$ cat src/rtl/alu_operand_stage_if.sv
// rtl/alu_operand_stage_if.sv - decode-to-ALU operand stage bus bundle
interface alu_operand_stage_if #(
    parameter int XLEN = 32,
    parameter int RA_W = 5
);
    logic            flush;
    logic            in_valid;
    logic            in_ready;
    logic [6:0]      opcode;
    logic [2:0]      funct3;
    logic            funct7_5;
    logic [RA_W-1:0] rs1_addr;
    logic [RA_W-1:0] rs2_addr;
    logic [XLEN-1:0] rs1_data;
    logic [XLEN-1:0] rs2_data;
    logic [XLEN-1:0] imm;
    logic [XLEN-1:0] pc;
    logic [RA_W-1:0] rd_addr;
    logic            fwd_mem_en;
    logic [RA_W-1:0] fwd_mem_rd;
    logic [XLEN-1:0] fwd_mem_data;
    logic            fwd_wb_en;
    logic [RA_W-1:0] fwd_wb_rd;
    logic [XLEN-1:0] fwd_wb_data;
    logic            ex_valid;
    logic            ex_ready;
    logic [XLEN-1:0] srca;
    logic [XLEN-1:0] srcb;
    logic [3:0]      alu_op;
    logic [RA_W-1:0] ex_rd;
    logic [XLEN-1:0] ex_pc;
    logic            illegal;

    // Decode/hazard side: drives the instruction and forwarding, consumes results
    modport master (
        output flush, in_valid, opcode, funct3, funct7_5,
        output rs1_addr, rs2_addr, rs1_data, rs2_data, imm, pc, rd_addr,
        output fwd_mem_en, fwd_mem_rd, fwd_mem_data,
        output fwd_wb_en, fwd_wb_rd, fwd_wb_data, ex_ready,
        input  in_ready, ex_valid, srca, srcb, alu_op, ex_rd, ex_pc, illegal
    );

    // Operand stage side
    modport slave (
        input  flush, in_valid, opcode, funct3, funct7_5,
        input  rs1_addr, rs2_addr, rs1_data, rs2_data, imm, pc, rd_addr,
        input  fwd_mem_en, fwd_mem_rd, fwd_mem_data,
        input  fwd_wb_en, fwd_wb_rd, fwd_wb_data, ex_ready,
        output in_ready, ex_valid, srca, srcb, alu_op, ex_rd, ex_pc, illegal
    );
endinterface

$ cat src/rtl/alu_operand_stage.sv
// rtl/alu_operand_stage.sv - ID/EX stage: forwarding, operand select, ALU op decode
module alu_operand_stage #(
    parameter int XLEN = 32,
    parameter int RA_W = 5
) (
    input  logic              clk,
    input  logic              rst,
    alu_operand_stage_if.slave bus
);
    localparam logic [6:0] OPC_OP     = 7'b0110011;
    localparam logic [6:0] OPC_OP_IMM = 7'b0010011;
    localparam logic [6:0] OPC_LOAD   = 7'b0000011;
    localparam logic [6:0] OPC_STORE  = 7'b0100011;
    localparam logic [6:0] OPC_BRANCH = 7'b1100011;
    localparam logic [6:0] OPC_LUI    = 7'b0110111;
    localparam logic [6:0] OPC_AUIPC  = 7'b0010111;
    localparam logic [6:0] OPC_JAL    = 7'b1101111;
    localparam logic [6:0] OPC_JALR   = 7'b1100111;

    localparam logic [3:0] ALU_ADD  = 4'b0000;
    localparam logic [3:0] ALU_SUB  = 4'b0001;
    localparam logic [3:0] ALU_OR   = 4'b0100;
    localparam logic [3:0] ALU_AND  = 4'b0101;
    localparam logic [3:0] ALU_SRL  = 4'b1000;
    localparam logic [3:0] ALU_SLL  = 4'b1001;
    localparam logic [3:0] ALU_SRA  = 4'b1010;
    localparam logic [3:0] ALU_SLT  = 4'b1101;
    localparam logic [3:0] ALU_SLTU = 4'b1111;

    logic            ex_valid_q, ex_valid_d;
    logic [XLEN-1:0] srca_q, srca_d;
    logic [XLEN-1:0] srcb_q, srcb_d;
    logic [3:0]      alu_op_q, alu_op_d;
    logic [RA_W-1:0] ex_rd_q, ex_rd_d;
    logic [XLEN-1:0] ex_pc_q, ex_pc_d;
    logic            illegal_q, illegal_d;

    logic            accept;
    logic [XLEN-1:0] rs1_val, rs2_val;
    logic [XLEN-1:0] dec_a, dec_b;
    logic [3:0]      dec_op;
    logic            dec_ill;

    // MEM is the younger producer, so it shadows WB; x0 is hardwired zero
    function automatic logic [XLEN-1:0] fwd_sel(
        input logic [RA_W-1:0] addr,
        input logic [XLEN-1:0] rf_data,
        input logic            mem_en,
        input logic [RA_W-1:0] mem_rd,
        input logic [XLEN-1:0] mem_data,
        input logic            wb_en,
        input logic [RA_W-1:0] wb_rd,
        input logic [XLEN-1:0] wb_data
    );
        if (addr == '0)                     return '0;
        else if (mem_en && mem_rd == addr)  return mem_data;
        else if (wb_en && wb_rd == addr)    return wb_data;
        else                                return rf_data;
    endfunction

    assign bus.in_ready = !rst && (!ex_valid_q || bus.ex_ready);
    assign accept       = bus.in_valid && bus.in_ready && !bus.flush;

    // Resolve both source operands against in-flight MEM/WB results
    always_comb begin
        rs1_val = fwd_sel(bus.rs1_addr, bus.rs1_data, bus.fwd_mem_en, bus.fwd_mem_rd,
                          bus.fwd_mem_data, bus.fwd_wb_en, bus.fwd_wb_rd, bus.fwd_wb_data);
        rs2_val = fwd_sel(bus.rs2_addr, bus.rs2_data, bus.fwd_mem_en, bus.fwd_mem_rd,
                          bus.fwd_mem_data, bus.fwd_wb_en, bus.fwd_wb_rd, bus.fwd_wb_data);
    end

    // Translate opcode/funct3/funct7 into operand selection and ALU op
    always_comb begin
        dec_a   = '0;
        dec_b   = '0;
        dec_op  = ALU_ADD;
        dec_ill = 1'b0;
        unique case (bus.opcode)
            OPC_OP, OPC_OP_IMM: begin
                dec_a = rs1_val;
                dec_b = (bus.opcode == OPC_OP) ? rs2_val : bus.imm;
                unique case (bus.funct3)
                    3'b000: dec_op = (bus.opcode == OPC_OP && bus.funct7_5) ? ALU_SUB : ALU_ADD;
                    3'b001: dec_op = ALU_SLL;
                    3'b010: dec_op = ALU_SLT;
                    3'b011: dec_op = ALU_SLTU;
                    3'b100: dec_ill = 1'b1;
                    3'b101: begin
                        if (bus.opcode == OPC_OP)
                            dec_op = bus.funct7_5 ? ALU_SRA : ALU_SRL;
                        else
                            dec_op = bus.imm[10] ? ALU_SRA : ALU_SRL;
                    end
                    3'b110: dec_op = ALU_OR;
                    default: dec_op = ALU_AND;
                endcase
                // Immediate shifts carry only the shamt; imm[10] is the arith flag
                if (bus.opcode == OPC_OP_IMM && bus.funct3[1:0] == 2'b01)
                    dec_b = {{(XLEN-5){1'b0}}, bus.imm[4:0]};
            end
            OPC_LOAD, OPC_STORE: begin
                dec_a = rs1_val;
                dec_b = bus.imm;
            end
            OPC_BRANCH: begin
                dec_a = rs1_val;
                dec_b = rs2_val;
                unique case (bus.funct3[2:1])
                    2'b00:   dec_op = ALU_SUB;
                    2'b10:   dec_op = ALU_SLT;
                    2'b11:   dec_op = ALU_SLTU;
                    default: dec_ill = 1'b1;
                endcase
            end
            OPC_LUI: begin
                dec_b = bus.imm;
            end
            OPC_AUIPC: begin
                dec_a = bus.pc;
                dec_b = bus.imm;
            end
            OPC_JAL, OPC_JALR: begin
                dec_a = bus.pc;
                dec_b = XLEN'(4);
            end
            default: dec_ill = 1'b1;
        endcase
        // Unsupported instructions still flow down the pipe but with inert operands
        if (dec_ill) begin
            dec_a  = '0;
            dec_b  = '0;
            dec_op = ALU_ADD;
        end
    end

    // Next-state: load on accept, drop valid on flush or drain, otherwise hold
    always_comb begin
        ex_valid_d = ex_valid_q;
        srca_d     = srca_q;
        srcb_d     = srcb_q;
        alu_op_d   = alu_op_q;
        ex_rd_d    = ex_rd_q;
        ex_pc_d    = ex_pc_q;
        illegal_d  = illegal_q;
        if (bus.flush) begin
            ex_valid_d = 1'b0;
        end else if (accept) begin
            ex_valid_d = 1'b1;
            srca_d     = dec_a;
            srcb_d     = dec_b;
            alu_op_d   = dec_op;
            ex_rd_d    = bus.rd_addr;
            ex_pc_d    = bus.pc;
            illegal_d  = dec_ill;
        end else if (ex_valid_q && bus.ex_ready) begin
            ex_valid_d = 1'b0;
        end
    end

    // Pipeline register with synchronous reset
    always_ff @(posedge clk) begin
        if (rst) begin
            ex_valid_q <= 1'b0;
            srca_q     <= '0;
            srcb_q     <= '0;
            alu_op_q   <= '0;
            ex_rd_q    <= '0;
            ex_pc_q    <= '0;
            illegal_q  <= 1'b0;
        end else begin
            ex_valid_q <= ex_valid_d;
            srca_q     <= srca_d;
            srcb_q     <= srcb_d;
            alu_op_q   <= alu_op_d;
            ex_rd_q    <= ex_rd_d;
            ex_pc_q    <= ex_pc_d;
            illegal_q  <= illegal_d;
        end
    end

    assign bus.ex_valid = ex_valid_q;
    assign bus.srca     = srca_q;
    assign bus.srcb     = srcb_q;
    assign bus.alu_op   = alu_op_q;
    assign bus.ex_rd    = ex_rd_q;
    assign bus.ex_pc    = ex_pc_q;
    assign bus.illegal  = illegal_q;
endmodule

$ cat src/flat_wrapper.sv
// flat-port wrapper written by rule: the top's interface ports become plain ports
module alu_operand_stage_flat 
#(
    parameter int XLEN = 32,
    parameter int RA_W = 5
)
  (clk, rst, bus_flush, bus_in_valid, bus_opcode, bus_funct3, bus_funct7_5, bus_rs1_addr, bus_rs2_addr, bus_rs1_data, bus_rs2_data, bus_imm, bus_pc, bus_rd_addr, bus_fwd_mem_en, bus_fwd_mem_rd, bus_fwd_mem_data, bus_fwd_wb_en, bus_fwd_wb_rd, bus_fwd_wb_data, bus_ex_ready, bus_in_ready, bus_ex_valid, bus_srca, bus_srcb, bus_alu_op, bus_ex_rd, bus_ex_pc, bus_illegal);
  alu_operand_stage_if #(.XLEN(XLEN), .RA_W(RA_W)) bus_i ();
  input  logic clk;
  input  logic rst;
  input wire logic [$bits(bus_i.flush)-1:0] bus_flush;
  input wire logic [$bits(bus_i.in_valid)-1:0] bus_in_valid;
  input wire logic [$bits(bus_i.opcode)-1:0] bus_opcode;
  input wire logic [$bits(bus_i.funct3)-1:0] bus_funct3;
  input wire logic [$bits(bus_i.funct7_5)-1:0] bus_funct7_5;
  input wire logic [$bits(bus_i.rs1_addr)-1:0] bus_rs1_addr;
  input wire logic [$bits(bus_i.rs2_addr)-1:0] bus_rs2_addr;
  input wire logic [$bits(bus_i.rs1_data)-1:0] bus_rs1_data;
  input wire logic [$bits(bus_i.rs2_data)-1:0] bus_rs2_data;
  input wire logic [$bits(bus_i.imm)-1:0] bus_imm;
  input wire logic [$bits(bus_i.pc)-1:0] bus_pc;
  input wire logic [$bits(bus_i.rd_addr)-1:0] bus_rd_addr;
  input wire logic [$bits(bus_i.fwd_mem_en)-1:0] bus_fwd_mem_en;
  input wire logic [$bits(bus_i.fwd_mem_rd)-1:0] bus_fwd_mem_rd;
  input wire logic [$bits(bus_i.fwd_mem_data)-1:0] bus_fwd_mem_data;
  input wire logic [$bits(bus_i.fwd_wb_en)-1:0] bus_fwd_wb_en;
  input wire logic [$bits(bus_i.fwd_wb_rd)-1:0] bus_fwd_wb_rd;
  input wire logic [$bits(bus_i.fwd_wb_data)-1:0] bus_fwd_wb_data;
  input wire logic [$bits(bus_i.ex_ready)-1:0] bus_ex_ready;
  output wire logic [$bits(bus_i.in_ready)-1:0] bus_in_ready;
  output wire logic [$bits(bus_i.ex_valid)-1:0] bus_ex_valid;
  output wire logic [$bits(bus_i.srca)-1:0] bus_srca;
  output wire logic [$bits(bus_i.srcb)-1:0] bus_srcb;
  output wire logic [$bits(bus_i.alu_op)-1:0] bus_alu_op;
  output wire logic [$bits(bus_i.ex_rd)-1:0] bus_ex_rd;
  output wire logic [$bits(bus_i.ex_pc)-1:0] bus_ex_pc;
  output wire logic [$bits(bus_i.illegal)-1:0] bus_illegal;
  assign bus_i.flush = bus_flush;
  assign bus_i.in_valid = bus_in_valid;
  assign bus_i.opcode = bus_opcode;
  assign bus_i.funct3 = bus_funct3;
  assign bus_i.funct7_5 = bus_funct7_5;
  assign bus_i.rs1_addr = bus_rs1_addr;
  assign bus_i.rs2_addr = bus_rs2_addr;
  assign bus_i.rs1_data = bus_rs1_data;
  assign bus_i.rs2_data = bus_rs2_data;
  assign bus_i.imm = bus_imm;
  assign bus_i.pc = bus_pc;
  assign bus_i.rd_addr = bus_rd_addr;
  assign bus_i.fwd_mem_en = bus_fwd_mem_en;
  assign bus_i.fwd_mem_rd = bus_fwd_mem_rd;
  assign bus_i.fwd_mem_data = bus_fwd_mem_data;
  assign bus_i.fwd_wb_en = bus_fwd_wb_en;
  assign bus_i.fwd_wb_rd = bus_fwd_wb_rd;
  assign bus_i.fwd_wb_data = bus_fwd_wb_data;
  assign bus_i.ex_ready = bus_ex_ready;
  assign bus_in_ready = bus_i.in_ready;
  assign bus_ex_valid = bus_i.ex_valid;
  assign bus_srca = bus_i.srca;
  assign bus_srcb = bus_i.srcb;
  assign bus_alu_op = bus_i.alu_op;
  assign bus_ex_rd = bus_i.ex_rd;
  assign bus_ex_pc = bus_i.ex_pc;
  assign bus_illegal = bus_i.illegal;
  alu_operand_stage #(.XLEN(XLEN), .RA_W(RA_W)) u_core (.clk(clk), .rst(rst), .bus(bus_i));
endmodule
$ cat config.mk
export PLATFORM = sky130hd
export DESIGN_NAME = alu_operand_stage_flat
export DESIGN_NICKNAME = d
export VERILOG_FILES = /design/src/rtl/alu_operand_stage_if.sv /design/src/rtl/alu_operand_stage.sv /design/src/flat_wrapper.sv
export SDC_FILE = /design/constraint.sdc
export NUM_CORES = 1
export LEC_CHECK = 0
export ABC_AREA = 1
export CAP_MARGIN = 5
export CELL_PAD_IN_SITES_DETAIL_PLACEMENT = 1
export CELL_PAD_IN_SITES_GLOBAL_PLACEMENT = 1
export CORE_ASPECT_RATIO = 0.7
export CORE_MARGIN = 4
export CORE_UTILIZATION = 23
export DETAILED_ROUTE_END_ITERATION = 6
export PLACE_DENSITY_LB_ADDON = 0.1
export SLEW_MARGIN = 30
export SYNTH_ARGS = -nofsm -noshare
export SYNTH_HDL_FRONTEND = slang
export SYNTH_SLANG_ARGS = --single-unit
$ cat constraint.sdc
create_clock -name clk -period 1.6 [get_ports clk]
set_input_delay 0.32 -clock clk [delete_from_list [all_inputs] [get_ports clk]]
set_output_delay 0.32 -clock clk [all_outputs]
set_load 0.05 [all_outputs]
==> results by group, run 1 <==
Status
  – Status: finished, violations left
  – Violated checks: negative setup slack

Die
  – Core Region: around 0.028 mm²
  – Placement Rows: 51
  – Chip width: around 210 µm
  – Die Area: around 0.032 mm²
  – Chip height: between 150 and 200 µm
  – Top-Level Pins: around 340
  – Initial Util: 23.7%

Setup path
  – Setup slack, reg-to-reg: -0.12 ns
  – CP Class: flop to flop
  – Worst setup EP type: flop
  – Reg2Reg Depth: 10
  – Crit path DAT: roughly 2 ns
  – RR Endpoint: u_core.bus.srcb[19]
  – Crit path required time: 1.89 ns
  – Crit-path max FO: 7
  – Critical Path Start Type: flop
  – Reg2reg start: u_core.bus.ex_valid

Power
  – VDD IR max: 0.496 mV
  – Pwr dens: approximately 540 mW/mm²
  – Power Total: a little under 7000 µW
  – Pleak: ~0.0057 µW

Placement
  – Detail Placement HPWL: 28.9 mm
  – Port Buffer Count: 342
  – Area after DPL: about 0.011 mm²
  – Routability cong.: 0.899

Global route
  – GRT Overall Usage: around a quarter
  – Grt total ovfl: 0
  – Largest net degree at the start of global routing: between 80 and 90
  – Number of global-route vias before repair: just over 10000
  – Antenna violations before repair: 10
  – First-pass GRT wire length: roughly 61 mm

Timing
  – Worst hold slack: between 0.2 and 0.25 ns
  – Fin crit share: 107%
  – Max transition margin: a little under half
  – Setup ws final: -0.120 ns
  – RSZ-0062 raised after global routing: yes
  – Final Hold Fails: 0
  – Final Skew: between 0.008 and 0.009 ns
  – Worst-Margin Slew: slightly above 0.8 ns
  – Max Slew Vio Count: 0
  – Final setup fails: 89
  – FMAX: 581 MHz
  – Min Clock Period, post-route: 1.72 ns

Logic synthesis
  – Synth warn: 0
  – Syn avg cell area: between 5 and 6 µm²
  – Synth top area share: around a third
  – Largest cells by area after synthesis: dfxtp_1 (32%), nand2_1 (28%), nand3_1 (10%)
  – Proportion of synthesized chip area in sequential cells: a little under a third
  – Synth cell types: 22
  – Post-Syn Nets: around 1400
  – Number of synthesized register bits: about 110
  – Post-synth design cell area: roughly 0.0067 mm²
  – Cells after Synth: approximately 1200
  – Largest area contributor in the netlist: dfxtp_1

Final layout
  – Layout cells sized above 1: a little under a quarter
  – Nets: between 1500 and 2000
  – Area delta synth->final: 89.2%
  – Fill count: around 3600
  – Design Area, Final: roughly 0.013 mm²

Route
  – Number of routed nets with antenna violations: 0
  – Drt total wl: about 42 mm
  – DR WL/cell: approximately 21 µm
  – Vias post-DR: approximately 9600
  – DR vias/cell: a little under 5
  – Initial DRC Count: 489
  – DRT Pass-1 Iters: 4
  – Residual DRC count: 0

Clocking
  – Root Buffer: clkbuf_16
  – Worst skew pair latency: about 0.36 ns
  – Max clock buf depth: 2
  – Depth of the CTS H-tree: 3
  – Worst-path clk slew: 0.08 ns
  – CTS sink cnt: between 100 and 150
  – CTS tree: yes
  – Hold buffer count at cts: 0
  – Num CTS Buffers: 9

Worst hold path
  – Worst min path class: primary input to flop
  – Hold path startpoint: rst
  – Cell depth of the worst hold path: 4
  – Hold EP: u_core.bus.ex_valid

Run
  – Maxcap violations: 0
## how the worst max path moves through the flow
| stage | startpoint | cells after the start | endpoint | slack (ns) |
|---|---|---|---|---|
| floorplan | rst | 10 | u_core.bus.srca[31] | -0.01 |
| global placement | bus_rs1_addr[4] | 13 | u_core.bus.srca[17] | -0.69 |
| detailed placement | bus_rs1_addr[4] | 13 | u_core.bus.srca[17] | -0.71 |
| CTS | u_core.bus.ex_valid | 11 | u_core.bus.srcb[0] | -0.11 |
| global route | u_core.bus.ex_valid | 10 | u_core.bus.srcb[19] | -0.21 |
| finish | u_core.bus.ex_valid | 10 | u_core.bus.srcb[19] | -0.12 |
## cell families (layout without fill, tap and decap cells)
kind of cell,after synthesis,count (layout),share of synthesized area (%)
flops,107,107,32.0
simple gates,842,842,51.5
buf+inv,120,521,7.43
compound gates,121,121,9.13
other cells,0,6,0
## sequential cells by signal, indices dropped and copies added, names as in the netlist
register	count
u_core.bus.ex_pc	32
u_core.bus.srca	32
u_core.bus.illegal	1
u_core.bus.srcb	32
u_core.bus.ex_valid	1
u_core.bus.alu_op	4
u_core.bus.ex_rd	5
## cells in the final DEF, fill, tap and decap left out, types with 6 or more instances in the layout
cell type	Yosys	final
nand2_1	507	473
clkdlybuf4s50_1	0	200
buf_4	1	153
nand3_1	139	132
nor2_1	156	126
dfxtp_1	107	106
a21oi_1	110	85
buf_12	0	38
nand4_1	35	35
nand2_2	0	28
a21oi_2	0	25
dlygate4sd2_1	0	20
nor2_2	0	19
inv_2	9	19
inv_1	30	19
buf_16	0	17
clkbuf_16	0	13
buf_6	5	12
nor2_4	0	11
clkdlybuf4s15_2	0	7
diode_2	0	6
nand2_4	0	6
buf_8	0	6
## where the power goes
group | internal (µW) | leakage (µW) | switching, µW | total (µW)
logic | 915 | 0.00470 | 946 | 1860
clock network | 1100 | 0.000141 | 1220 | 2310
registers | 2690 | 0.000865 | 19.7 | 2710
total | 4710 | 0.00571 | 2180 | 6890
## routing by layer
layer / vias up / GRT usage (%) / share of wire [%]
met2: 242 / 41.7 / 47
met3: 44 / 5.65 / 5.5
li1: 4633 / - / -
met4: 10 / 6.12 / 1.9
met1: 4667 / 32.9 / 46
met5: - / 0 / 0.15
## final cells by class
cell class	instances	area, µm²	share of cell area (%)
repair buffers	466	5110	40.3
multi-input cells	963	4500	35.5
flip-flops and latches	107	2140	16.9
well taps	371	464	3.66
clock buffers	10	229	1.81
inverters	39	154	1.21
clock inverters	6	57.6	0.454
diodes	6	15.0	0.118
## Yosys cell counts (all sizes together)
cell / number
nor3b: 1
o21bai: 1
nor3: 4
o22ai: 1
buf: 15
nand3: 139
a21oi: 110
nand2: 507
clkbuf: 66
o211ai: 1
inv: 39
dfxtp: 107
o21ai: 8
nor2: 156
nand4: 35
## timing repair
action	CTS	global route
buffers inserted	29	3
pin swaps	28	14
endpoints found under the setup margin	106	104
cloned	21	4
resized for setup	162	61
## stage by stage
step	TNS, ns	std cells	util, %	setup slack (ns)
2_1_floorplan	-0.535	1190	-	-0.0104
3_3_place_gp	-59.10	1894	38.9	-0.695
3_5_place_dp	-61.16	1894	38.9	-0.707
4_1_cts	-5.09	1959	44.0	-0.110
5_1_grt	-14.31	1967	44.8	-0.208
6_report	-6.05	1968	44.8	-0.120
## worst max-delay path, cell delays in order (launching register included)
cell and delay [ns]:
dfxtp_2 0.33, inv_2 0.04, nor2_2 0.04, nor3_4 0.23, buf_12 0.14, o211ai_1 0.12, nor2_4 0.20, buf_8 0.18
buf_12 0.15, nand2_1 0.06, a21oi_1 0.13
No activity file was read; power rests on OpenSTA's default activity.
==> run 2: changes to the inputs <==
--- a/config.mk
+++ b/config.mk
@@ -18,3 +18,4 @@
 export SYNTH_ARGS = -nofsm -noshare
 export SYNTH_HDL_FRONTEND = slang
 export SYNTH_SLANG_ARGS = --single-unit
+export TNS_END_PERCENT = 20
==> results by group, run 2 (synthesis gave the netlist of run 1 again) <==
Worst hold path
  – Worst min path class: primary input to flop
  – Hold path startpoint: rst

Die
  – Initial Util: 23.7% (unchanged)
  – Placement Rows: 51 (unchanged)
  – Die Area: 0.0320 mm² (unchanged)
  – Chip width: 212 µm (unchanged)
  – Core Region: 0.0283 mm² (unchanged)
  – Chip height: 151 µm (unchanged)
  – Top-Level Pins: 343 (unchanged)

Timing
  – Final Hold Fails: 0 (unchanged)
  – Max Slew Vio Count: 0 (unchanged)
  – Final TNS setup: -4.57 ns (+1.48 ns)
  – Setup ws final: -0.0942 ns (+0.0258 ns)
  – Final Skew: 0.0127 ns (+0.00402 ns)
  – Fin crit share: 106% (-1.6 points)
  – Min Clock Period, post-route: 1.69 ns (-0.0258 ns)
  – Max transition margin: 62.8% (+17 points)
  – RSZ-0062 raised after global routing: yes
  – FMAX: 590 MHz (+1.5%)
  – Worst hold slack: 0.231 ns (+0.00402 ns)
  – Worst-Margin Slew: 0.557 ns (-0.262 ns)
  – Final setup fails: 64 (-28%)

Clocking
  – Max clock buf depth: 2 (unchanged)
  – CTS tree: yes
  – CTS sink cnt: 107 (unchanged)
  – Root Buffer: clkbuf_16
  – Worst-path clk slew: 0.08 ns (about the same)
  – Num CTS Buffers: 9 (unchanged)
  – Worst skew pair latency: 0.37 ns (about the same)
  – Depth of the CTS H-tree: 3 (unchanged)

Placement
  – Detail Placement HPWL: 29.2 mm (+0.85%)
  – Port Buffer Count: 342 (unchanged)
  – Routability cong.: 0.850 (-5.4%)

Route
  – DR WL/cell: 21.6 µm (+1.4%)
  – DRT Pass-1 Iters: 5 (+1)
  – Vias post-DR: 9548 (-0.50%)
  – Drt total wl: 42.0 mm (+0.27%)
  – Number of routed nets with antenna violations: 0 (unchanged)
  – Initial DRC Count: 535 (+9.4%)
  – Residual DRC count: 0 (unchanged)
  – DR vias/cell: 4.91 (+0.62%)

Status
  – Status: finished, violations left
  – Violated checks: negative setup slack

Power
  – Pleak: 0.00558 µW (-2.2%)
  – VDD IR max: 0.491 mV (-0.96%)
  – Pwr dens: 562 mW/mm² (+3.3%)

Run
  – Maxcap violations: 0 (unchanged)

Final layout
  – Commonest non-fill, non-tap cell in the layout: nand2_1
  – Fill count: 3579 (+0.056%)
  – Most frequent cells in the layout: nand2_1 (481), clkdlybuf4s50_1 (201), buf_4 (148)
  – Area delta synth->final: 84.5%
  – Layout cells sized above 1: 22.0% (-1.8 points)
  – Nets: 1803 (-0.99%)

Global route
  – GRT Overall Usage: 25.1% (+0.15 points)
  – Grt total ovfl: 0 (unchanged)
  – First-pass GRT wire length: 60.8 mm (+0.46%)
  – Largest net degree at the start of global routing: 46 (-47%)
  – Number of global-route vias before repair: 9910 (-1.8%)
  – Antenna violations before repair: 9 (-1)

Setup path
  – Setup slack, reg-to-reg: -0.09 ns (+0.03 ns)
  – Crit path required time: 1.90 ns (about the same)
  – Reg2reg start: u_core.bus.ex_valid
  – Critical Path Start Type: flop
  – Worst setup EP type: flop
  – Crit-path max FO: 9 (+2)
  – CP startpoint: u_core.bus.ex_valid
  – Crit path DAT: 1.99 ns (-0.02 ns)
  – CP Class: flop to flop
## run 2: what timing repair did
action,in CTS,in global routing
hold buffers,0,0
cloned,17,3
setup buffers,21,1
pin swaps,29,18
endpoints found under the setup margin,101,66
resized for setup,117,63
## run 2: layout make-up
class / instances / area [µm²] / share of cell area, %
clock inverters: 6 / 57.6 / 0.466
well taps: 371 / 464 / 3.76
clock buffers: 10 / 229 / 1.85
repair buffers: 447 / 4780 / 38.7
inverters: 39 / 149 / 1.20
multi-input cells: 964 / 4530 / 36.7
diodes: 2 / 5.00 / 0.0405
flip-flops and latches: 107 / 2140 / 17.3
## run 2: critical path: stages, from the launching register on
cell	delay (ns)
dfxtp_2	0.33
inv_2	0.04
nor2_2	0.04
nor3_4	0.30
o211ai_1	0.20
nor2_4	0.20
buf_6	0.16
clkbuf_16	0.17
nand2_1	0.08
a21oi_2	0.11
## run 2: report_power, final
| group | total [µW] | switching (µW) | internal, µW |
|---|---|---|---|
| clock network | 2330 | 1230 | 1100 |
| logic | 1900 | 972 | 927 |
| registers | 2710 | 18.4 | 2690 |
| total | 6940 | 2220 | 4720 |
## run 2: metal layers
layer  share of wire [%]  track usage (%)  up-vias  wire length [µm]
met2                  47             42.1      281             19700
met1                  44             32.8     4593             18400
met4                 2.1             5.54       16               879
met5                0.24                0        -               102
li1                    -                -     4597                 -
met3                 6.8             6.29       61              2850
## run 2: path summary, 6_finish.rpt
path	end	cells after the start
min reg2reg	u_core.bus.ex_pc[20]	2
max reg2reg	u_core.bus.srcb[31]	9
min	u_core.bus.ex_valid	4
max	u_core.bus.srcb[31]	9
## run 2: through the flow
step	util, %	setup WS [ns]	total power, µW	area, µm²	std cells
final	43.7	-0.0942	6940	12400	1946
after global routing	43.7	-0.197	7240	12400	1945
after CTS	42.9	-0.146	6980	12100	1943
after detailed placement	38.7	-0.786	4470	11000	1890
after global placement	38.7	-0.764	4460	11000	1890
after floorplan	-	-0.0432	3390	6720	1190
==> edit: new RTL, settings of run 2 <==
`XLEN` is set to 32 in 3 places; all go to 24.
--- a/src/rtl/alu_operand_stage_if.sv
+++ b/src/rtl/alu_operand_stage_if.sv
@@ -1,6 +1,6 @@
 // rtl/alu_operand_stage_if.sv - decode-to-ALU operand stage bus bundle
 interface alu_operand_stage_if #(
-    parameter int XLEN = 32,
+    parameter int XLEN = 24,
     parameter int RA_W = 5
 );
     logic            flush;
--- a/src/rtl/alu_operand_stage.sv
+++ b/src/rtl/alu_operand_stage.sv
@@ -1,6 +1,6 @@
 // rtl/alu_operand_stage.sv - ID/EX stage: forwarding, operand select, ALU op decode
 module alu_operand_stage #(
-    parameter int XLEN = 32,
+    parameter int XLEN = 24,
     parameter int RA_W = 5
 ) (
     input  logic              clk,
--- a/src/flat_wrapper.sv
+++ b/src/flat_wrapper.sv
@@ -1,7 +1,7 @@
 // flat-port wrapper written by rule: the top's interface ports become plain ports
 module alu_operand_stage_flat 
 #(
-    parameter int XLEN = 32,
+    parameter int XLEN = 24,
     parameter int RA_W = 5
 )
   (clk, rst, bus_flush, bus_in_valid, bus_opcode, bus_funct3, bus_funct7_5, bus_rs1_addr, bus_rs2_addr, bus_rs1_data, bus_rs2_data, bus_imm, bus_pc, bus_rd_addr, bus_fwd_mem_en, bus_fwd_mem_rd, bus_fwd_mem_data, bus_fwd_wb_en, bus_fwd_wb_rd, bus_fwd_wb_data, bus_ex_ready, bus_in_ready, bus_ex_valid, bus_srca, bus_srcb, bus_alu_op, bus_ex_rd, bus_ex_pc, bus_illegal);
Ports: changed (9 resized); port bits go from 343 to 271. No check against the original RTL was run, so the function may have changed too.
==> edit against run 2 <==
Area after synthesis down 20%; first-iteration DRC count decreased by 29%; largest power group unchanged; via count down 20%; die area is 20% lower; sequential cell count down 24; wire length decreased by 25%; cell count decreased by 18%; global-route usage decreased by 0.99 points; worst setup slack improved by 100 ps; power shrank 17%; critical endpoint is now u_core.bus.srca[5]$_SDFFE_PP0P_; design area down 19%.
==> edit: results (changes against run 2) <==
| Metric | Value |
|---|---|
| Peak VDD IR | 0.0005138 V (+4.7%) |
| Cts bufs inserted | 9 (unchanged) |
| Crit path max fanout | 10 (+1) |
| Clk slew on worst S/H paths | 70 ps |
| Crit path DAT | 1880 ps (-110 ps) |
| Share of post-route cells with drive strength above 1 | 0.2498 (+0.02984) |
| Synthesized Nets | 1,138 (-20%) |
| Clock Root Buffer | clkbuf_16 |
| Clock Tree Buf Depth | 2 (unchanged) |
| Post-synth ARST share | 0 (unchanged) |
| Global-route wire length before repair | 47,580 µm (-22%) |
| Leakage dissipation | 0.004507 µW (-19%) |
| Post-synth top cells | nand2_1, nor2_1, nand3_1 |
| Layout Nets | 1,463 (-19%) |
| Worst Clk Skew | 11.78 ps (-0.9212 ps) |
| Port bufs | 270 (-21%) |
| GPL Wtd Cong | 0.8741 (+2.8%) |
| Synthesis Warnings | 0 (unchanged) |
| DPL Wire Length | 21,280 µm (-27%) |
| Post-Route WL | 31,530 µm (-25%) |
| Vias per cell | 4.783 (-2.5%) |
| Hold WC Path Type | in2reg |
| Synth area leaders | dfxtp_1, nand2_1, nand3_1 |
| Largest net degree at the start of global routing | 50 (+8.7%) |
| Initial antenna violation count | 9 (unchanged) |
| Total Routing Usage GR | 0.2411 (-0.009877) |
| Switching portion of total power | 0.3127 (-0.007588) |
| Slew headroom | 0.6073 (-0.02105) |
| Worst skew pair latency | 360 ps |
| Synth Flop Type | dfxtp_1 |
| Initial drt markers | 382 (-29%) |
| DRT Pass-1 Iters | 5 (unchanged) |
| Outcome | complete, no violations |
| H-tree Lvls | 3 (unchanged) |
| Sequential area share after synthesis | 0.3117 (-0.008024) |
| Number of global-route vias before repair | 8,013 (-19%) |
| Yosys cell types | 23 (+4.5%) |
[edit: path summary, 6_finish.rpt]
check / start / cells after the start / end / slack [ps]
max: bus_flush / 11 / u_core.bus.srca[5]$_SDFFE_PP0P_ / 8
min: rst / 5 / u_core.bus.ex_valid$_SDFFE_PP0P_ / 330
max reg2reg: u_core.bus.ex_valid$_SDFFE_PP0P_ / 10 / u_core.bus.srca[5]$_SDFFE_PP0P_ / 8
min reg2reg: u_core.bus.ex_rd[3]$_SDFFE_PP0P_ / 2 / u_core.bus.ex_rd[3]$_SDFFE_PP0P_ / 460
[edit: through the flow]
step | worst slack (ps) | cells | hold slack (ps) | area, µm² | TNS (ps)
global route | -97.12 | 1594 | 329.9 | 10040 | -2707
finish | 7.586 | 1594 | 332.5 | 10040 | 0
detailed placement | -601.9 | 1535 | 456.0 | 8713 | -36180
global placement | -588.3 | 1535 | 448.8 | 8713 | -34030
floorplan | 12.49 | 951 | 439.4 | 5340 | 0
CTS | -42.44 | 1591 | 305.2 | 9947 | -823.9
[edit: cell families after synthesis]
family          share of synthesized area
compound gates                    0.08779
buf+inv                           0.07277
flops                              0.3117
simple gates                       0.5277
[edit: routing by layer]
metal  vias up  global-route usage  wire (µm)
met5         -                   0        103
li1       3709                   -          -
met1      3598              0.3140      13860
met2       255              0.3819      13830
met3        46             0.08758       3146
met4        16             0.05904        589
[edit: what timing repair did]
item,4_1_cts,5_1_grt
gates resized for setup,132,62
setup buffers,25,0
pin swaps,46,23
cloned,16,3
setup endpoints to repair,50,49
[edit: power groups by stage]
stage | combinational (µW) | sequential, µW | clock (µW)
finish | 1570 | 2110 | 2080
CTS | 1540 | 2100 | 2180
global placement | 1330 | 2150 | 0
floorplan | 411 | 2240 | 0
detailed placement | 1340 | 2150 | 0
global route | 1680 | 2110 | 2250
[edit: cell type report]
class,instances,area (µm²)
timing repair buffer,372,3955
clock inverter,7,60.06
multi-input combinational,773,3605
clock buffer,9,225.2
sequential,83,1665
fill,2880,12690
inverter,37,138.9
tap,312,390.4
antenna,1,2.502
[edit: worst max-delay path, cell delays in order]
cell           delay [ps]
dlygate4sd2_1         230
nor2_1                130
inv_2                  70
nor3_4                220
o211ai_1              170
nor2_4                130
buf_12                130
buf_12                120
clkbuf_16             170
nand2_1                60
a21oi_1               110
